===== config.mk =====
export PLATFORM = sky130hd
export DESIGN_NAME = seg_scan_controller
export DESIGN_NICKNAME = d
export VERILOG_FILES = /design/src/rtl/seg_pkg.sv /design/src/rtl/hex_to_seg.sv /design/src/rtl/seg_scan_controller.sv
export SDC_FILE = /design/constraint.sdc
export NUM_CORES = 1
export LEC_CHECK = 0
export BUFFER_PORTS_ARGS = -buffer_cell sky130_fd_sc_hd__clkbuf_2
export CORE_ASPECT_RATIO = 0.5
export CORE_MARGIN = 2
export CORE_UTILIZATION = 31
export DETAILED_ROUTE_END_ITERATION = 8
export PLACE_DENSITY = 0.49
export SYNTH_ARGS = -nofsm -noshare
export SYNTH_HDL_FRONTEND = slang
export SYNTH_SLANG_ARGS = --single-unit

===== constraint.sdc =====
create_clock -name clock_in -period 5.1 [get_ports clock_in]
set_clock_uncertainty 0.2 [all_clocks]
set_input_delay 1.02 -clock clock_in [delete_from_list [all_inputs] [get_ports clock_in]]
set_output_delay 1.02 -clock clock_in [all_outputs]
set_load 0.01 [all_outputs]

===== src/rtl/seg_pkg.sv =====
// Shared constants, segment lookup table and scan FSM state type for the
// multiplexed seven-segment display controller.
package seg_pkg;

    localparam logic [6:0] SEG_BLANK = 7'b1111111;

    // Active-low patterns, entry n is hex digit n (bit6=g .. bit0=a).
    localparam logic [15:0][6:0] SEG_TABLE = {
        7'b0001110, 7'b0000110, 7'b0100001, 7'b1000110,
        7'b0000011, 7'b0001000, 7'b0010000, 7'b0000000,
        7'b1111000, 7'b0000010, 7'b0010010, 7'b0011001,
        7'b0110000, 7'b0100100, 7'b1111001, 7'b1000000
    };

    typedef enum logic {
        ST_BLANK = 1'b0,
        ST_SHOW  = 1'b1
    } scan_state_t;

    function automatic logic [6:0] seg_decode(input logic [3:0] nibble);
        return SEG_TABLE[nibble];
    endfunction

endpackage


===== src/rtl/hex_to_seg.sv =====
// Combinational hex nibble to active-low seven-segment pattern decoder.
module hex_to_seg
    import seg_pkg::*;
(
    input  logic [3:0] hex,
    output logic [6:0] seg
);

    // Table lookup, purely combinational.
    always_comb begin
        seg = seg_decode(hex);
    end

endmodule


===== src/rtl/seg_scan_controller.sv =====
// Time-multiplexed seven-segment scanner with a double-buffered display word
// that is swapped only at frame boundaries so a frame never shows mixed data.
module seg_scan_controller
    import seg_pkg::*;
#(
    parameter int NUM_DIGITS   = 8,
    parameter int SHOW_CYCLES  = 100000,
    parameter int BLANK_CYCLES = 16
) (
    input  logic                    clock_in,
    input  logic                    reset_in,
    input  logic                    load_valid,
    output logic                    load_ready,
    input  logic [4*NUM_DIGITS-1:0] load_data,
    input  logic [NUM_DIGITS-1:0]   load_mask,
    output logic [6:0]              cathode_out,
    output logic [NUM_DIGITS-1:0]   anode_out,
    output logic                    frame_done
);

    localparam int IDX_W   = (NUM_DIGITS > 1) ? $clog2(NUM_DIGITS) : 1;
    localparam int CNT_MAX = (SHOW_CYCLES > BLANK_CYCLES) ? SHOW_CYCLES : BLANK_CYCLES;
    localparam int CNT_W   = (CNT_MAX > 1) ? $clog2(CNT_MAX) : 1;

    scan_state_t                      state_r;
    logic [IDX_W-1:0]                 index_r;
    logic [CNT_W-1:0]                 cnt_r;
    logic [NUM_DIGITS-1:0][3:0]       active_data_r;
    logic [NUM_DIGITS-1:0]            active_mask_r;
    logic [4*NUM_DIGITS-1:0]          pending_data_r;
    logic [NUM_DIGITS-1:0]            pending_mask_r;
    logic                             pending_full_r;
    logic [6:0]                       cathode_r;
    logic [NUM_DIGITS-1:0]            anode_r;
    logic                             frame_done_r;

    logic                             blank_done_s;
    logic                             show_done_s;
    logic                             frame_end_s;
    logic                             transfer_s;
    logic                             digit_enable_s;
    logic [3:0]                       nibble_s;
    logic [6:0]                       seg_s;
    logic [NUM_DIGITS-1:0]            anode_sel_s;

    hex_to_seg u_decode (
        .hex (nibble_s),
        .seg (seg_s)
    );

    // Slot timing, frame boundary and per-digit selection decode.
    always_comb begin
        blank_done_s   = (state_r == ST_BLANK) && (cnt_r == CNT_W'(BLANK_CYCLES - 1));
        show_done_s    = (state_r == ST_SHOW) && (cnt_r == CNT_W'(SHOW_CYCLES - 1));
        frame_end_s    = show_done_s && (index_r == IDX_W'(NUM_DIGITS - 1));
        transfer_s     = load_valid && !pending_full_r;
        digit_enable_s = active_mask_r[index_r];
        nibble_s       = active_data_r[index_r];
        anode_sel_s    = ~({{(NUM_DIGITS - 1){1'b0}}, 1'b1} << index_r);
    end

    assign load_ready  = !pending_full_r;
    assign cathode_out = cathode_r;
    assign anode_out   = anode_r;
    assign frame_done  = frame_done_r;

    // Scan FSM with registered display outputs; outputs lag the state by one cycle.
    always_ff @(posedge clock_in or posedge reset_in) begin
        if (reset_in) begin
            state_r      <= ST_BLANK;
            index_r      <= {IDX_W{1'b0}};
            cnt_r        <= {CNT_W{1'b0}};
            cathode_r    <= SEG_BLANK;
            anode_r      <= {NUM_DIGITS{1'b1}};
            frame_done_r <= 1'b0;
        end else begin
            frame_done_r <= frame_end_s;
            if ((state_r == ST_SHOW) && digit_enable_s) begin
                anode_r   <= anode_sel_s;
                cathode_r <= seg_s;
            end else begin
                anode_r   <= {NUM_DIGITS{1'b1}};
                cathode_r <= SEG_BLANK;
            end
            case (state_r)
                ST_BLANK: begin
                    if (blank_done_s) begin
                        state_r <= ST_SHOW;
                        cnt_r   <= {CNT_W{1'b0}};
                    end else begin
                        cnt_r   <= cnt_r + CNT_W'(1);
                    end
                end
                ST_SHOW: begin
                    if (show_done_s) begin
                        state_r <= ST_BLANK;
                        cnt_r   <= {CNT_W{1'b0}};
                        if (index_r == IDX_W'(NUM_DIGITS - 1)) begin
                            index_r <= {IDX_W{1'b0}};
                        end else begin
                            index_r <= index_r + IDX_W'(1);
                        end
                    end else begin
                        cnt_r <= cnt_r + CNT_W'(1);
                    end
                end
                default: begin
                    state_r <= ST_BLANK;
                    cnt_r   <= {CNT_W{1'b0}};
                    index_r <= {IDX_W{1'b0}};
                end
            endcase
        end
    end

    // Double buffer: the swap at frame end wins; a load can only land while pending is empty.
    always_ff @(posedge clock_in or posedge reset_in) begin
        if (reset_in) begin
            active_data_r  <= {(4 * NUM_DIGITS){1'b0}};
            active_mask_r  <= {NUM_DIGITS{1'b0}};
            pending_data_r <= {(4 * NUM_DIGITS){1'b0}};
            pending_mask_r <= {NUM_DIGITS{1'b0}};
            pending_full_r <= 1'b0;
        end else if (frame_end_s && pending_full_r) begin
            active_data_r  <= pending_data_r;
            active_mask_r  <= pending_mask_r;
            pending_full_r <= 1'b0;
        end else if (transfer_s) begin
            pending_data_r <= load_data;
            pending_mask_r <= load_mask;
            pending_full_r <= 1'b1;
        end else begin
            pending_full_r <= pending_full_r;
        end
    end

endmodule


==> qor.yml, run 1 <==
internal_power_uw: 1890
r2r_cells: 6
grt_max_degree: 68
holdBufCountCts: 0
die_area_um2: 18300
yosysMostFrequentCell: "dfrtp_1"
htreeDepth: 4
nFillCells: 1567
syn_area_um2: 5310
finalSetupTns_ns: 0
syn_inst: 370
drt_iter0_markers: 125
area_growth_pct: 21.3
antenna_found_initial: 0
cts_tree: "built"
fin_crit_sh_pct: 59.5
critPathMaxFanout: 41
p_sw_uw: 485
io_buffer_count: 59
dp_cells: 643
wl_per_cell_um: 15.1
min_period_ns: 3.04
clk_pin_slew_ns: 0.06
die_h_um: 96.5
syn-num-nets: 425
rows: 33
timing.final.hold_violations: 0
nets: 490
maxCapViolCount: 0
hold_path_depth: 1
grt-ovfl-total: 0
cp.required_ns: 5.19
drive_gt1_share_pct: 46.0
vias_per_cell: 4.50
cts.repair.resized: 0
die_w_um: 189
fin_area_um2: 6440
powerDensity_nw_per_um2: 369
drt-total-wl_um: 10200
p_seq_share_pct: 42.1
cts_setup_buffers: 0
synthTopCellsByArea: "dfrtp_1 49%, mux2_4 11%, mux2_2 9.5%"
status: "completed"
initial_utilization_pct: 32.1
critPathKind: "reg -> reg"
io_pins: 60
cp-start-kind: "flop"
cts_sinks: 118
core-area_um2: 16600
seq_area_frac_synth_pct: 56.0
grt_setup_unrepaired: "false"
clock_latency_ns: 0.41
ys_types: 41
p_sw_share_pct: 20.4
synth_edf_count: 0
maxSlewViolCount: 0
gp_congestion: 0.798
numCtsBuffers: 17
crit_path_end_kind: "flop"
n_antenna_cell: 0
synth_warnings: 0
yosys.area.top_type: "dfrtp_1"
syn_area_per_cell_um2: 14.4
place_area_um2: 5790
cellLeakagePower_uw: 0.00308
grt_pass1_wl_um: 17400
setup_viol: 0
worstPathArrival_ns: 3.13
clock.fmax_mhz: 329
ys_ff_latch: 118
drtPass1Iterations: 4
synth_common_cells: "103 x dfrtp_1, 45 x mux2_2, 39 x mux2_4, 23 x nand2_1"
cts_max_path_buffers: 2
p_comb_share_pct: 3.2
p_clk_share_pct: 54.7
worst_slew_pin_slew_ns: 1.18
vias: 3037
relSlewSlack_pct: 21.4
vdd_drop_max_uv: 229
synth-async-reset-ratio_pct: 100
synth_top_area_share_pct: 48.5
drtAntennaViolNets: 0
instances_no_fill: 675
hold_class: "reg -> reg"
dp_hpwl_um: 6920
synth_ff_type: "dfrtp_1"
grt_pass1_vias: 3259
clockRootBuffer: "clkbuf_16"
track_usage_pct: 12.5
drc: 0
==> worst max-delay path, cell delays in order (launching register included) <==
cell and delay [ns]:
dfrtp_1 0.89, ha_1 0.30, ha_1 0.24, inv_1 0.05
or3_2 0.46, buf_4 0.36, mux2_4 0.39
==> stage by stage <==
step	util (%)	setup WS [ns]	hold WS (ns)	power [uW]
after floorplan	-	0.776	0.248	1060
after global placement	35.0	2.08	0.277	1100
after detailed placement	35.0	2.02	0.282	1100
after CTS	38.9	2.00	0.290	2420
after global routing	38.9	1.83	0.316	2480
final	38.9	2.06	0.289	2380
==> layout make-up <==
cell class                      instances  area, um^2  area share [%]
Multi-Input combinational cell        226        2170            33.7
Clock inverter                         11         171            2.66
Inverter                               11        43.8           0.680
Sequential cell                       118        2970            46.1
Timing Repair Buffer                   61         323            5.01
Clock buffer                           21         480            7.46
Tap cell                              227         284            4.41
==> sequential cells by signal (all words and copies together), names as in the netlist <==
register and flops:
active_data_r 32, active_mask_r 8, anode_out 8, cathode_out 7, cnt_r 17, frame_done 1, index_r 3, pending_data_r 32
pending_full_r 1, pending_mask_r 8, state_r 1
==> power groups by stage <==
stage / clock, uW / combinational (uW) / sequential (uW)
2_1_floorplan: 0 / 50.6 / 1010
4_1_cts: 1330 / 79.4 / 1000
5_1_grt: 1380 / 86.0 / 1010
3_5_place_dp: 0 / 78.9 / 1020
3_3_place_gp: 0 / 77.3 / 1020
6_report: 1300 / 75.6 / 1000
==> placed cells by master (no fill, tap or decap), types with 2 or more instances in the layout <==
cell,instances
o221ai_1,4
ha_1,12
and3_1,5
clkinvlp_4,2
nor4_1,3
nand4_1,4
mux2i_1,8
bufinv_16,4
clkinv_4,3
a211oi_1,2
mux2_4,39
clkinv_2,2
mux2_2,45
nand2_1,23
nor2_1,15
clkbuf_2,59
a21oi_1,3
clkbuf_16,17
dfrtp_1,103
or3_2,2
inv_1,10
dfstp_2,15
o21ai_0,4
xor2_1,7
mux4_2,8
and2_1,2
clkbuf_8,4
xnor2_1,8
nand3_1,9
nor3_1,9
==> metal layers <==
| metal | vias to the layer above | part of all wire, % | global-route usage [%] |
|---|---|---|---|
| met5 | - | 0 | 0 |
| met4 | 0 | 0.71 | 4.88 |
| met3 | 6 | 2.8 | 3.50 |
| met2 | 42 | 46 | 19.5 |
| met1 | 1535 | 50 | 16.8 |
| li1 | 1454 | - | - |
==> kinds of logic (layout without fill, tap and decap cells) <==
logic type,Yosys count,count (layout),synth area share [%]
AOI/OAI and AO/OA,21,21,2.76
and+or+nand+nor,78,78,7.14
DFF,118,118,56.0
buffers and inverters,26,104,3.37
xor gates and xnor gates,15,15,2.47
adders and majority gates,12,12,2.83
muxes,100,100,25.5
==> worst paths after layout <==
| path | startpoint | endpoint | slack (ns) |
|---|---|---|---|
| min reg2reg | cnt_r[0] | cnt_r[0] | 0.29 |
| min in group asynchronous | reset_in | cnt_r[14] | 0.58 |
| max in group asynchronous | reset_in | pending_data_r[22] | 3.32 |
| max | index_r[0] | active_data_r[13] | 2.06 |
| max reg2reg | index_r[0] | active_data_r[13] | 2.06 |
| min | cnt_r[0] | cnt_r[0] | 0.29 |
Power figures use the tool's default switching activity.
==> run 2, diff against run 1 <==
ABC_AREA = 1   (was not set)
PLACE_DENSITY = 0.48   (was 0.49)
clock period = 3.1 ns   (was 5.1 ns; I/O delays follow)
==> run 2 against run 1 <==
- count of clock-buffer cells in the layout is 3 lower
- register-to-register slack got worse by 1.2 ns
- hold slack lost 0.14 ns
- fmax grew 35%
- largest cell class unchanged
- core utilization is 0.29 points lower
- non-clock buffer count grew 7
- design area is 5.6% higher
- critical path type unchanged
- setup slack got worse by 1.2 ns
==> qor.yml, run 2 <==
status: "completed"
drive_gt1_share_pct: 26.5
critPathMaxFanout: 15
multi_input_area_um2: 2240
min_period_ns: 2.24
clockRootBuffer: "clkbuf_16"
r2r_start: "index_r[1]"
die_area_um2: 19400
worst_slew_pin_slew_ns: 0.804
cts_max_path_buffers: 2
synth-async-reset-ratio_pct: 100
cts_sinks: 118
n_antenna_cell: 0
layout_commonest_cell: "nand2_1"
synth_edf_count: 0
die_w_um: 195
nFillCells: 1824
grt_max_degree: 42
top_usage_layer: "met1"
worstPathArrival_ns: 2.37
drtAntennaViolNets: 0
r2r_cells: 10
yosysMostFrequentCell: "nand2_1"
p_clk_share_pct: 54.7
internal_power_uw: 3050
syn-num-nets: 664
synthTopCellsByArea: "dfrtp_1 46%, nand2_1 11%, nand3_1 8.6%"
grt_setup_unrepaired: "false"
htreeDepth: 4
yosys.area.top_type: "dfrtp_1"
powerDensity_nw_per_um2: 570
reg_top3: "active_data_r: 32 flops, pending_data_r: 32 flops, cnt_r: 17 flops"
grt_util_met2_pct: 19.6
crit_path_end_kind: "flop"
clk_pin_slew_ns: 0.06
p_sw_share_pct: 21.3
fin_crit_sh_pct: 72.3
area_growth_pct: 20.3
clock.fmax_mhz: 446
synth_ff_type: "dfrtp_1"
p_comb_share_pct: 3.1
cp.required_ns: 3.22
grtUsageMet3_pct: 4.07
cp-start-kind: "flop"
vdd_drop_max_uv: 382
relSlewSlack_pct: 46.3
fin_ws_ns: 0.858
p_sw_uw: 826
critPathKind: "reg -> reg"
vias: 4154
drt-total-wl_um: 12300
r2r_slack_ns: 0.86
io_buffer_count: 59
timing.final.hold_violations: 0
track_usage_pct: 14.0
antenna_found_initial: 0
maxCapViolCount: 0
fin_area_um2: 6800
seqCellArea_um2: 2970
vias_per_cell: 4.53
drt_iter0_markers: 188
cellLeakagePower_uw: 0.00340
maxSlewViolCount: 0
use_met1_pct: 20.7
holdBufCountCts: 0
seq_area_frac_synth_pct: 52.6
grt_pass1_vias: 4189
dp_hpwl_um: 8630
drtPass1Iterations: 4
io_pins: 60
gp_congestion: 0.851
place_area_um2: 6160
wl_per_cell_um: 13.4
ys_ff_latch: 118
synth_warnings: 0
drc: 0
cts_setup_buffers: 0
synth_top_area_share_pct: 45.6
rows: 34
regToRegEndpoint: "cathode_out[0]"
final_cell_mix: "161 x nand2_1, 103 x dfrtp_1, 97 x nand3_1"
syn_inst: 609
hold_class: "in -> async"
initial_utilization_pct: 32.1
core-area_um2: 17600
ys_types: 31
setup_viol: 0
nets: 726
grt_pass1_wl_um: 21400
syn_area_um2: 5650
p_seq_share_pct: 42.2
numCtsBuffers: 17
syn_area_per_cell_um2: 9.28
finalSetupTns_ns: 0
synth_common_cells: "161 x nand2_1, 103 x dfrtp_1, 97 x nand3_1, 60 x inv_1, 40 x mux2_2"
die_h_um: 99.5
grt-ovfl-total: 0
place_ws_ns: 0.882
cts_tree: "built"
hold_ws_ns: 0.146
clock_latency_ns: 0.41
cts.repair.resized: 0
## run 2: cell count changes after synthesis, sizes merged, moves of 7 or more
cell / delta
mux2i: -8
inv: +55
clkbuf: -8
nor2: +24
o21ai: +8
buf: +18
mux4: -8
xnor2: -7
nand3: +95
nand2: +140
mux2: -44
## run 2: cell type report
type | count | area share (%)
sequential | 118 | 43.7
multi-input combinational | 399 | 33.0
tap | 234 | 4.30
timing repair buffer | 68 | 5.89
clock inverter | 14 | 2.92
clock buffer | 18 | 6.46
inverter | 67 | 3.75
## run 2: cells by family after synthesis
| family | count (synthesis) | share of synthesized area (%) |
|---|---|---|
| XOR/XNOR | 10 | 1.55 |
| AND/OR/NAND/NOR | 322 | 26.1 |
| adder cells (fa/ha/maj) | 12 | 2.66 |
| buffers and inverters | 92 | 7.75 |
| multiplexers | 40 | 7.97 |
| AO/OA/AOI/OAI | 15 | 1.39 |
| flip-flops | 118 | 52.6 |
## run 2: power groups by stage
stage          clock (uW)  sequential, uW  combinational (uW)
3_3_place_gp            0            1660                 123
5_1_grt              2250            1640                 139
3_5_place_dp            0            1660                 126
6_report             2120            1630                 121
4_1_cts              2170            1640                 127
2_1_floorplan           0            1650                74.7
## run 2: worst max-delay path: stages, from the launching register on
cell and delay (ns):
dfrtp_1 0.68, inv_2 0.23, nand3_1 0.16, nand2_1 0.06, nand2_1 0.06, nand2_1 0.13, ha_1 0.26, inv_1 0.11
nand3_1 0.08, nand3_1 0.09, nand3_1 0.08
## run 2: metal layers
metal	wire (um)	vias up
met5	0	-
met4	120	0
met3	535	9
met2	5080	62
met1	6590	1999
li1	-	2084
## run 2: worst max-delay path by stage
| stage | start | end | slack (ns) | cells past startpoint |
|---|---|---|---|---|
| 6_report | index_r[1] | cathode_out[0] | 0.86 | 10 |
| 3_5_place_dp | index_r[1] | cathode_out[0] | 0.88 | 10 |
| 5_1_grt | index_r[1] | cathode_out[0] | 0.63 | 10 |
| 4_1_cts | index_r[1] | cathode_out[0] | 0.87 | 10 |
| 3_3_place_gp | index_r[1] | pending_full_r | 0.92 | 5 |
| 2_1_floorplan | reset_in | active_data_r[0] | 0.85 | 1 |
## run 2: stage by stage
step                util [%]  power (uW)  std cells
floorplan                  -        1730        609
global placement        35.0        1780        886
detailed placement      35.0        1790        886
CTS                     38.6        3930        918
global route            38.6        4030        918
finish                  38.6        3870        918
